--- src/rtl/ese_pac_pkg.sv ---
// ---------------------------------------------------------------------------
// ese_pac_pkg
//  Shared types and constants for the PAC cartridge front end and the
//  SRAM-unlock/bank decoder that consumes its qualified access strobes.
//  Contents:
//   pac_state_e   capture FSM states
//   acc_type_e    kind of access being qualified (write / read)
//   PAC_KEY_*     unlock key addresses and data values seen by the decoder
//   BANK1_SEL     bank-select code used once the SRAM is unlocked
// ---------------------------------------------------------------------------
package ese_pac_pkg;

   typedef enum logic [1:0] {
      ST_IDLE     = 2'd0,
      ST_QUAL     = 2'd1,
      ST_ACTIVE   = 2'd2,
      ST_WAIT_REL = 2'd3
   } pac_state_e;

   typedef enum logic {
      ACC_WR = 1'b0,
      ACC_RD = 1'b1
   } acc_type_e;

   localparam logic [15:0] PAC_KEY_A_ADDR = 16'h5FFE;
   localparam logic [7:0]  PAC_KEY_A_DATA = 8'h4D;
   localparam logic [15:0] PAC_KEY_B_ADDR = 16'h5FFF;
   localparam logic [7:0]  PAC_KEY_B_DATA = 8'h69;
   localparam logic [1:0]  BANK1_SEL      = 2'b01;

endpackage

--- src/rtl/slot_sync.sv ---
// ---------------------------------------------------------------------------
// slot_sync
//  N-stage flop bank used to bring the slot bus into the SLT_CLOCK domain.
//  Every bit has its own reset value, so idle-high strobes come out of
//  reset at their inactive level.
//  Ports:
//   SLT_CLOCK  in   1   clock
//   SLT_RESET  in   1   synchronous, active-high reset
//   d          in   W   raw bus bits
//   q          out  W   bus bits delayed by N flops
// ---------------------------------------------------------------------------
module slot_sync #(
   parameter int unsigned     N       = 1,
   parameter int unsigned     W       = 1,
   parameter logic [W-1:0]    RST_VAL = '0
) (
   input  logic         SLT_CLOCK,
   input  logic         SLT_RESET,
   input  logic [W-1:0] d,
   output logic [W-1:0] q
);

   logic [W-1:0] stage [N];

   // NOTE: this is a handful of pipeline flops, not a RAM, so every stage is
   // reset; the FSM must never see stale pre-reset bus levels.
   always_ff @(posedge SLT_CLOCK) begin
      if (SLT_RESET) begin
         for (int i = 0; i < N; i++) stage[i] <= RST_VAL;
      end else begin
         stage[0] <= d;
         for (int i = 1; i < N; i++) stage[i] <= stage[i-1];
      end
   end

   assign q = stage[N-1];

endmodule

--- src/rtl/slot_access_capture.sv ---
// ---------------------------------------------------------------------------
// slot_access_capture
//  Front end of the PAC cartridge logic. Synchronises the MSX slot bus,
//  filters the strobes and emits one-cycle qualified write/read strobes with
//  the address and data of the access latched alongside.
//  Ports:
//   SLT_CLOCK     in   1       slot clock
//   SLT_RESET     in   1       synchronous, active-high reset
//   SLT_SLTSL     in   1       slot select, active low
//   SLT_WEn       in   1       write strobe, active low
//   SLT_RDn       in   1       read strobe, active low
//   SLT_A         in   ADDR_W  slot address
//   SLT_D         in   DATA_W  slot write data
//   acc_wr_stb    out  1       one-cycle pulse per qualified write
//   acc_rd_stb    out  1       one-cycle pulse per qualified read
//   acc_addr      out  ADDR_W  address of the last qualified access
//   acc_data      out  DATA_W  data of the last qualified write
//   acc_active    out  1       qualified access in progress
//   acc_conflict  out  1       one-cycle pulse: WEn and RDn both low while selected
// ---------------------------------------------------------------------------
module slot_access_capture
   import ese_pac_pkg::*;
#(
   parameter int unsigned SYNC_STAGES = 1,
   parameter int unsigned FILTER_CYC  = 1,
   parameter int unsigned ADDR_W      = 16,
   parameter int unsigned DATA_W      = 8
) (
   input  logic              SLT_CLOCK,
   input  logic              SLT_RESET,
   input  logic              SLT_SLTSL,
   input  logic              SLT_WEn,
   input  logic              SLT_RDn,
   input  logic [ADDR_W-1:0] SLT_A,
   input  logic [DATA_W-1:0] SLT_D,
   output logic              acc_wr_stb,
   output logic              acc_rd_stb,
   output logic [ADDR_W-1:0] acc_addr,
   output logic [DATA_W-1:0] acc_data,
   output logic              acc_active,
   output logic              acc_conflict
);

   // Extra top bit "live" resets to 0 and shifts in 1: it marks that the
   // pipeline holds real bus samples rather than reset fill, so an access
   // already running at reset exit cannot look like a release.
   localparam int unsigned    SW       = 4 + ADDR_W + DATA_W;
   localparam logic [SW-1:0]  SYNC_RST = {1'b0, 3'b111, {ADDR_W{1'b0}}, {DATA_W{1'b0}}};
   localparam logic [2:0]     FILT     = 3'(FILTER_CYC);

   logic [SW-1:0]     sync_q;
   logic              live_s, sltsl_s, wen_s, rdn_s;
   logic [ADDR_W-1:0] a_s;
   logic [DATA_W-1:0] d_s;

   slot_sync #(
      .N       (SYNC_STAGES),
      .W       (SW),
      .RST_VAL (SYNC_RST)
   ) u_sync (
      .SLT_CLOCK (SLT_CLOCK),
      .SLT_RESET (SLT_RESET),
      .d         ({1'b1, SLT_SLTSL, SLT_WEn, SLT_RDn, SLT_A, SLT_D}),
      .q         (sync_q)
   );

   assign live_s  = sync_q[SW-1];
   assign sltsl_s = sync_q[SW-2];
   assign wen_s   = sync_q[SW-3];
   assign rdn_s   = sync_q[SW-4];
   assign a_s     = sync_q[ADDR_W+DATA_W-1:DATA_W];
   assign d_s     = sync_q[DATA_W-1:0];

   // Bus conditions on the synchronised samples.
   logic wr_cond, rd_cond, cf_cond, rel;
   assign wr_cond = ~sltsl_s & ~wen_s &  rdn_s;
   assign rd_cond = ~sltsl_s & ~rdn_s &  wen_s;
   assign cf_cond = ~sltsl_s & ~wen_s & ~rdn_s;
   assign rel     =  sltsl_s | (wen_s & rdn_s);

   pac_state_e        state_q, state_d;
   acc_type_e         type_q, type_d, cur_type;
   logic [2:0]        cnt_q, cnt_d, cnt_inc;
   logic              same_cond;
   logic              wr_stb_d, rd_stb_d, cf_d;
   logic              wr_stb_q, rd_stb_q, cf_q;
   logic [ADDR_W-1:0] addr_q;
   logic [DATA_W-1:0] data_q;

   assign cur_type  = wr_cond ? ACC_WR : ACC_RD;
   assign same_cond = (type_q == ACC_WR) ? wr_cond : rd_cond;
   assign cnt_inc   = cnt_q + 3'd1;

   // State and output registers.
   // NOTE: non-blocking assignments here so every flop samples pre-edge values.
   always_ff @(posedge SLT_CLOCK) begin
      if (SLT_RESET) begin
         state_q  <= ST_WAIT_REL;
         type_q   <= ACC_WR;
         cnt_q    <= 3'd0;
         wr_stb_q <= 1'b0;
         rd_stb_q <= 1'b0;
         cf_q     <= 1'b0;
         addr_q   <= '0;
         data_q   <= '0;
      end else begin
         state_q  <= state_d;
         type_q   <= type_d;
         cnt_q    <= cnt_d;
         wr_stb_q <= wr_stb_d;
         rd_stb_q <= rd_stb_d;
         cf_q     <= cf_d;
         if (wr_stb_d || rd_stb_d) addr_q <= a_s;
         if (wr_stb_d)             data_q <= d_s;
      end
   end

   // Next-state logic.
   // NOTE: defaults first so every path assigns every output and no latch forms.
   always_comb begin
      state_d = state_q;
      type_d  = type_q;
      cnt_d   = cnt_q;
      unique case (state_q)
         ST_IDLE: begin
            if (cf_cond) begin
               state_d = ST_WAIT_REL;
               cnt_d   = 3'd0;
            end else if (wr_cond || rd_cond) begin
               type_d = cur_type;
               if (FILT == 3'd1) begin
                  state_d = ST_ACTIVE;
                  cnt_d   = 3'd0;
               end else begin
                  state_d = ST_QUAL;
                  cnt_d   = 3'd1;
               end
            end
         end
         ST_QUAL: begin
            if (cf_cond) begin
               state_d = ST_WAIT_REL;
               cnt_d   = 3'd0;
            end else if (same_cond) begin
               if (cnt_inc == FILT) begin
                  state_d = ST_ACTIVE;
                  cnt_d   = 3'd0;
               end else begin
                  cnt_d = cnt_inc;
               end
            end else begin
               // Glitch or type change: drop the candidate without a strobe.
               state_d = ST_IDLE;
               cnt_d   = 3'd0;
            end
         end
         ST_ACTIVE: begin
            if (cf_cond)  state_d = ST_WAIT_REL;
            else if (rel) state_d = ST_IDLE;
         end
         ST_WAIT_REL: begin
            if (rel && live_s) state_d = ST_IDLE;
         end
         default: state_d = ST_WAIT_REL;
      endcase
   end

   // Output logic: strobes fire on the transition into ACTIVE, conflicts on
   // the transition into WAIT_REL; at most one of them per cycle.
   always_comb begin
      wr_stb_d = 1'b0;
      rd_stb_d = 1'b0;
      cf_d     = 1'b0;
      unique case (state_q)
         ST_IDLE: begin
            if (cf_cond) begin
               cf_d = 1'b1;
            end else if (FILT == 3'd1) begin
               wr_stb_d = wr_cond;
               rd_stb_d = rd_cond;
            end
         end
         ST_QUAL: begin
            if (cf_cond) begin
               cf_d = 1'b1;
            end else if (same_cond && (cnt_inc == FILT)) begin
               wr_stb_d = (type_q == ACC_WR);
               rd_stb_d = (type_q == ACC_RD);
            end
         end
         ST_ACTIVE: cf_d = cf_cond;
         default: ;
      endcase
   end

   assign acc_wr_stb   = wr_stb_q;
   assign acc_rd_stb   = rd_stb_q;
   assign acc_conflict = cf_q;
   assign acc_addr     = addr_q;
   assign acc_data     = data_q;
   assign acc_active   = (state_q == ST_ACTIVE);

endmodule

--- config.mk ---
export PLATFORM = sky130hd
export DESIGN_NAME = slot_access_capture
export DESIGN_NICKNAME = d
export VERILOG_FILES = /design/src/rtl/ese_pac_pkg.sv /design/src/rtl/slot_sync.sv /design/src/rtl/slot_access_capture.sv
export SDC_FILE = /design/constraint.sdc
export NUM_CORES = 1
export LEC_CHECK = 0
export ABC_CLOCK_PERIOD_IN_PS = 2700
export BUFFER_PORTS_ARGS = -buffer_cell sky130_fd_sc_hd__clkbuf_2
export CAP_MARGIN = 20
export CORE_MARGIN = 4
export CORE_UTILIZATION = 52
export DETAILED_ROUTE_END_ITERATION = 16
export PLACE_DENSITY_LB_ADDON = 0.2
export RECOVER_POWER = 25
export SETUP_SLACK_MARGIN = 0.1
export SYNTH_ARGS = -nofsm -noshare
export SYNTH_HDL_FRONTEND = slang
export SYNTH_SLANG_ARGS = --single-unit
--- constraint.sdc ---
create_clock -name SLT_CLOCK -period 2.7 [get_ports SLT_CLOCK]
set_clock_uncertainty 0.15 [all_clocks]
set_input_delay 0.81 -clock SLT_CLOCK [delete_from_list [all_inputs] [get_ports SLT_CLOCK]]
set_output_delay 0.81 -clock SLT_CLOCK [all_outputs]
set_load 0.05 [all_outputs]
==> results of run 1 <==
-- cell families (layout without fill, tap and decap cells) --
| family | Yosys count | in the layout | share of synthesized area [%] |
|---|---|---|---|
| AO/OA/AOI/OAI | 34 | 34 | 10.7 |
| XOR/XNOR | 2 | 2 | 0.779 |
| adder cells (fa/ha/maj) | 2 | 2 | 1.11 |
| buffers and inverters | 22 | 83 | 4.34 |
| flip-flops | 61 | 61 | 54.3 |
| multiplexers | 16 | 16 | 7.12 |
| AND/OR/NAND/NOR | 95 | 95 | 21.7 |
-- placed cells by master (no fill, tap or decap), types with 5 or more instances in the layout --
cell type  count
clkbuf_2      55
mux2i_1       16
o21ai_0       10
nand2_1       36
nand3_1        8
nor2b_1       25
clkbuf_8      10
dfxtp_1       61
a21oi_1       10
nor2_1         8
inv_1          5
-- cell type report --
class                           count  share of cell area (%)
Sequential cell                    61                    44.1
Multi-Input combinational cell    149                    33.6
Timing Repair Buffer               61                    11.2
Clock buffer                       10                    4.97
Clock inverter                      6                    3.12
Tap cell                           50                    2.26
Inverter                            6                   0.813
-- sequential cells by signal, indices dropped and copies added, names as in the netlist --
signal / count
acc_conflict: 1
acc_rd_stb: 1
acc_data: 8
acc_wr_stb: 1
cnt_q: 3
type_q: 1
u_sync.stage: 28
state_q: 2
acc_addr: 16
-- power breakdown --
part           leakage, uW  internal [uW]  switching [uW]
Sequential        0.000500            929            24.8
Clock             0.000112            542             345
Combinational     0.000640           48.8            61.9
-- final timing paths --
path	slack, ps	endpoint	cells past startpoint	startpoint
worst max-delay path	300	state_q[1]	4	u_sync.stage[0][24]
worst min-delay path	290	acc_addr[2]	2	u_sync.stage[0][10]
worst max register to register	300	state_q[1]	4	u_sync.stage[0][24]
worst min register to register	290	acc_addr[2]	2	u_sync.stage[0][10]
-- per-stage QoR --
stage	total power (uW)	utilization, %	hold slack [ps]	instance area, um2	cells
after floorplan	1050	-	270	2250	232
after detailed placement	1090	62.5	277	2550	327
after global placement	1080	62.5	273	2550	327
after CTS	1980	68.0	290	2780	343
final	1950	67.8	286	2770	343
after global routing	2050	67.8	307	2770	343
-- critical path, delay by kind of cell, from the launching register on --
kind	cells	cell delay, ps
compound gates	3	1150
flops	1	550
simple gates	1	440
-- routing by layer --
layer / up-vias / track usage, % / wire [um]
met4: 0 / 8.85 / 93
met5: - / 0 / 0
met3: 10 / 8.34 / 337
li1: 887 / - / -
met1: 781 / 18.8 / 1860
met2: 57 / 26.7 / 1960
==> out/results.tsv, run 1 <==
metric	value	unit
Slew HR	32.8	%
number of global-route vias before repair	1605	
status	finished, final reports clean	
static leakage	0.00125	uW
global-route wire length before repair	6.84	mm
# DRC	0	
Num Clock Sinks	61	
final slew viol count	0	
fin crit period	2400	ps
FF+latch count, synth	61	
Initial DRT Pass Iterations	4	
largest net degree at the start of global routing	35	
Register Area	1220	um2
Synth area leaders	dfxtp_1 54%, mux2i_1 7.1%, nor2b_1 7.0%, nand2_1 6.0%, clkbuf_1 2.3%	
most frequent cell after synthesis	dfxtp_1	
HP Class	register to register	
die width	73.8	um
ys async rst share	0	%
Critical Setup Path Class	register to register	
height of the die	73.8	um
io pins	57	
area occupied by multi-input gates	931	um2
critical path's slowest cell	a2111oi_4	
gr usage total	17.0	%
remaining antenna violation count	0	
port buffer count	56	
Worst-Skew Late Latency	330	ps
Yosys warnings	0	
CTS Root Cell	clkbuf_8	
Placer Congestion	0.761	
EDFF count, synth	0	
Max Clock Freq	0.416	GHz
fill count	346	
die area	5440	um2
final hold violation count	0	
initial antenna violation count	0	
startpoint types	register	
critical path peak fanout	12	
library cells used by synthesis	39	
DR vias/cell	5.06	
Sum Neg Setup Slack	0	ps
Commonest cells post-synth	61 x dfxtp_1, 36 x nand2_1, 25 x nor2b_1	
Antenna Cells	0	
synthesis-to-finish area growth	23.1	%
power per cell area	704	nW/um2
H-tree levels	3	
CTS tree	done	
via count	1735	
Syn Nets	263	
Syn Std Cell Area	2250	um2
Yosys top cell by area	dfxtp_1	
Mapped Cells	232	
clock buffer depth	2	
post-DR wirelength/cell	12.4	um
crit path DAT	2480	ps
crit path cell chain	or3b_4 -> a2111oi_4 -> o21ai_0 -> a31o_2	
Worst VDD drop	366	uV
Starting Density	55.1	%
final worst slack	296	ps
dpl hpwl	2.89	mm
share of layout cells above drive strength 1	28.0	%
final setup fails	0	
Post-CTS Setup Bufs	0	
mean area per synthesized cell	9.70	um2
Core Box Area	4090	um2
Total Routed Length	4.25	mm
Synth Flop Type	dfxtp_1	
post-CTS sizing	0	
total of max-cap violations	0	
Tightest Pin Transition	1010	ps
row cnt	23	
CTS buffer count	9	
hold-fix buffers at CTS	0	
1st-iter DRT viols	59	
WP data required	2770	ps
nets@finish	319	
RSZ-0062 raised after global routing	false	
fin crit share	89.0	%
gr ovfl total	0	
CP peak stage delay	560	ps
endpoint class of the critical path	register	
post-synthesis sequential area ratio	54.3	%
Worst-path clk slew	70	ps
share of the synthesized area in the top cell type	54.3	%
post-place setup slack	362	ps
(Power assumes the default switching activity.)
==> run 2, diff against run 1 <==
- CORE_ASPECT_RATIO: not set -> 1.2
- CORE_UTILIZATION: 52 -> 54
- CTS_BUF_LIST: not set -> sky130_fd_sc_hd__clkbuf_2 sky130_fd_sc_hd__clkbuf_4 sky130_fd_sc_hd__clkbuf_8
- SLEW_MARGIN: not set -> 40
==> run 2 against run 1 <==
  * Clock power grew 3.2%
  * Via count shrank 0.86%
  * Non-clock buffer count shrank 1
  * Global-route usage grew 1.4 points
  * Worst hold slack gained 3.3 ps
  * Power grew 1.5%
  * Flip-flop and latch count is the same
  * First-iteration DRC count grew 110%
  * Sequential power is essentially flat
  * Critical endpoint unchanged
  * Largest power group unchanged
==> out/results.tsv, run 2 (synthesis gave the netlist of run 1 again) <==
metric	value	unit
status	finished, final reports clean	
fin crit period	2400	ps
Slew HR	44.1	%
Worst VDD drop	482	uV
post-DR wirelength/cell	12.0	um
DR vias/cell	4.97	
Non-Filler Instances	346	
FF-to-FF path depth	4	
height of the die	78.7	um
io pins	57	
Total Routed Length	4.16	mm
Worst-path clk slew	60	ps
most frequent cells in the layout	61 x dfxtp_1, 56 x clkbuf_2, 36 x nand2_1	
die width	66.9	um
placed cells	330	
synthesis-to-finish area growth	23.7	%
Num Clock Sinks	61	
CTS Root Cell	clkbuf_8	
power per cell area	712	nW/um2
hold-fix buffers at CTS	0	
final hold violation count	0	
RR Endpoint	state_q[1]	
Worst Setup EP	state_q[1]	
R2R Setup Slk	300	ps
share of layout cells above drive strength 1	28.4	%
die area	5270	um2
critical path peak fanout	12	
reg2reg start	u_sync.stage[0][24]	
initial antenna violation count	0	
Sum Neg Setup Slack	0	ps
final core utilization	70.0	%
RSZ-0062 raised after global routing	false	
hold path depth	2	
post-CTS sizing	0	
H-tree levels	3	
Starting Density	56.6	%
# DRC	0	
Tightest Pin Transition	838	ps
Initial DRT Pass Iterations	4	
port buffer count	56	
final setup fails	0	
Antenna Cells	0	
endpoint class of the critical path	register	
commonest non-fill, non-tap cell in the layout	dfxtp_1	
design area	2780	um2
Placer Congestion	0.881	
Critical Setup Path Class	register to register	
Biggest register	u_sync.stage	
remaining antenna violation count	0	
gr ovfl total	0	
Worst-Skew Late Latency	330	ps
clock buffer depth	2	
dpl hpwl	2.71	mm
largest net degree at the start of global routing	44	
global-route wire length before repair	7.19	mm
CTS buffer count	9	
dpl cell area	2550	um2
total of max-cap violations	0	
startpoint types	register	
final slew viol count	0	
Max Clock Freq	0.417	GHz
crit path DAT	2470	ps
CP Launch Point	u_sync.stage[0][24]	
nets@finish	318	
WP data required	2770	ps
Tot Pwr	1980	uW
1st-iter DRT viols	121	
row cnt	25	
Post-CTS Setup Bufs	0	
HP Class	register to register	
via count	1720	
number of global-route vias before repair	1657	
fin crit share	88.7	%
max FFs per register	28	
gr usage total	18.4	%
Core Box Area	3970	um2
static leakage	0.00126	uW
CTS tree	done	
run 2: report_power, final:
group	switching, uW	total [uW]	internal [uW]	leakage (uW)
Sequential	24.9	954	929	0.000500
Clock	324	915	591	0.000117
Combinational	62.4	111	48.6	0.000642
Total	412	1980	1570	0.00126
run 2: layer usage:
| layer | global-route usage (%) | vias up | wire length [um] |
|---|---|---|---|
| met3 | 9.05 | 7 | 296 |
| li1 | - | 887 | - |
| met1 | 19.3 | 780 | 1740 |
| met5 | 0 | - | 0 |
| met2 | 29.6 | 46 | 2040 |
| met4 | 9.94 | 0 | 77 |
run 2: through the flow:
stage	hold slack, ps	setup slack (ps)
4_1_cts	289	292
2_1_floorplan	270	390
3_5_place_dp	279	366
6_report	289	304
3_3_place_gp	272	405
5_1_grt	299	147
run 2: area by class of cell:
cell class / instances / area [um2]
flip-flops and latches: 61 / 1220
fillers: 328 / 1190
multi-input cells: 149 / 931
repair buffers: 60 / 307
clock buffers: 13 / 166
clock inverters: 3 / 67.6
well taps: 54 / 67.6
inverters: 6 / 22.5
run 2: worst min path at each step:
stage | startpoint | end | slack (ps)
after floorplan | u_sync.stage[0][8] | acc_addr[0] | 270
after global placement | u_sync.stage[0][14] | acc_addr[6] | 270
after detailed placement | u_sync.stage[0][20] | acc_addr[12] | 280
after CTS | u_sync.stage[0][13] | acc_addr[5] | 290
after global routing | u_sync.stage[0][13] | acc_addr[5] | 300
final | u_sync.stage[0][19] | acc_addr[11] | 290
run 2: critical path, cell delays in order (launching register included):
cell and delay [ps]:
dfxtp_1 530, or3b_4 440, a2111oi_4 570, o21ai_0 290, a31o_2 300
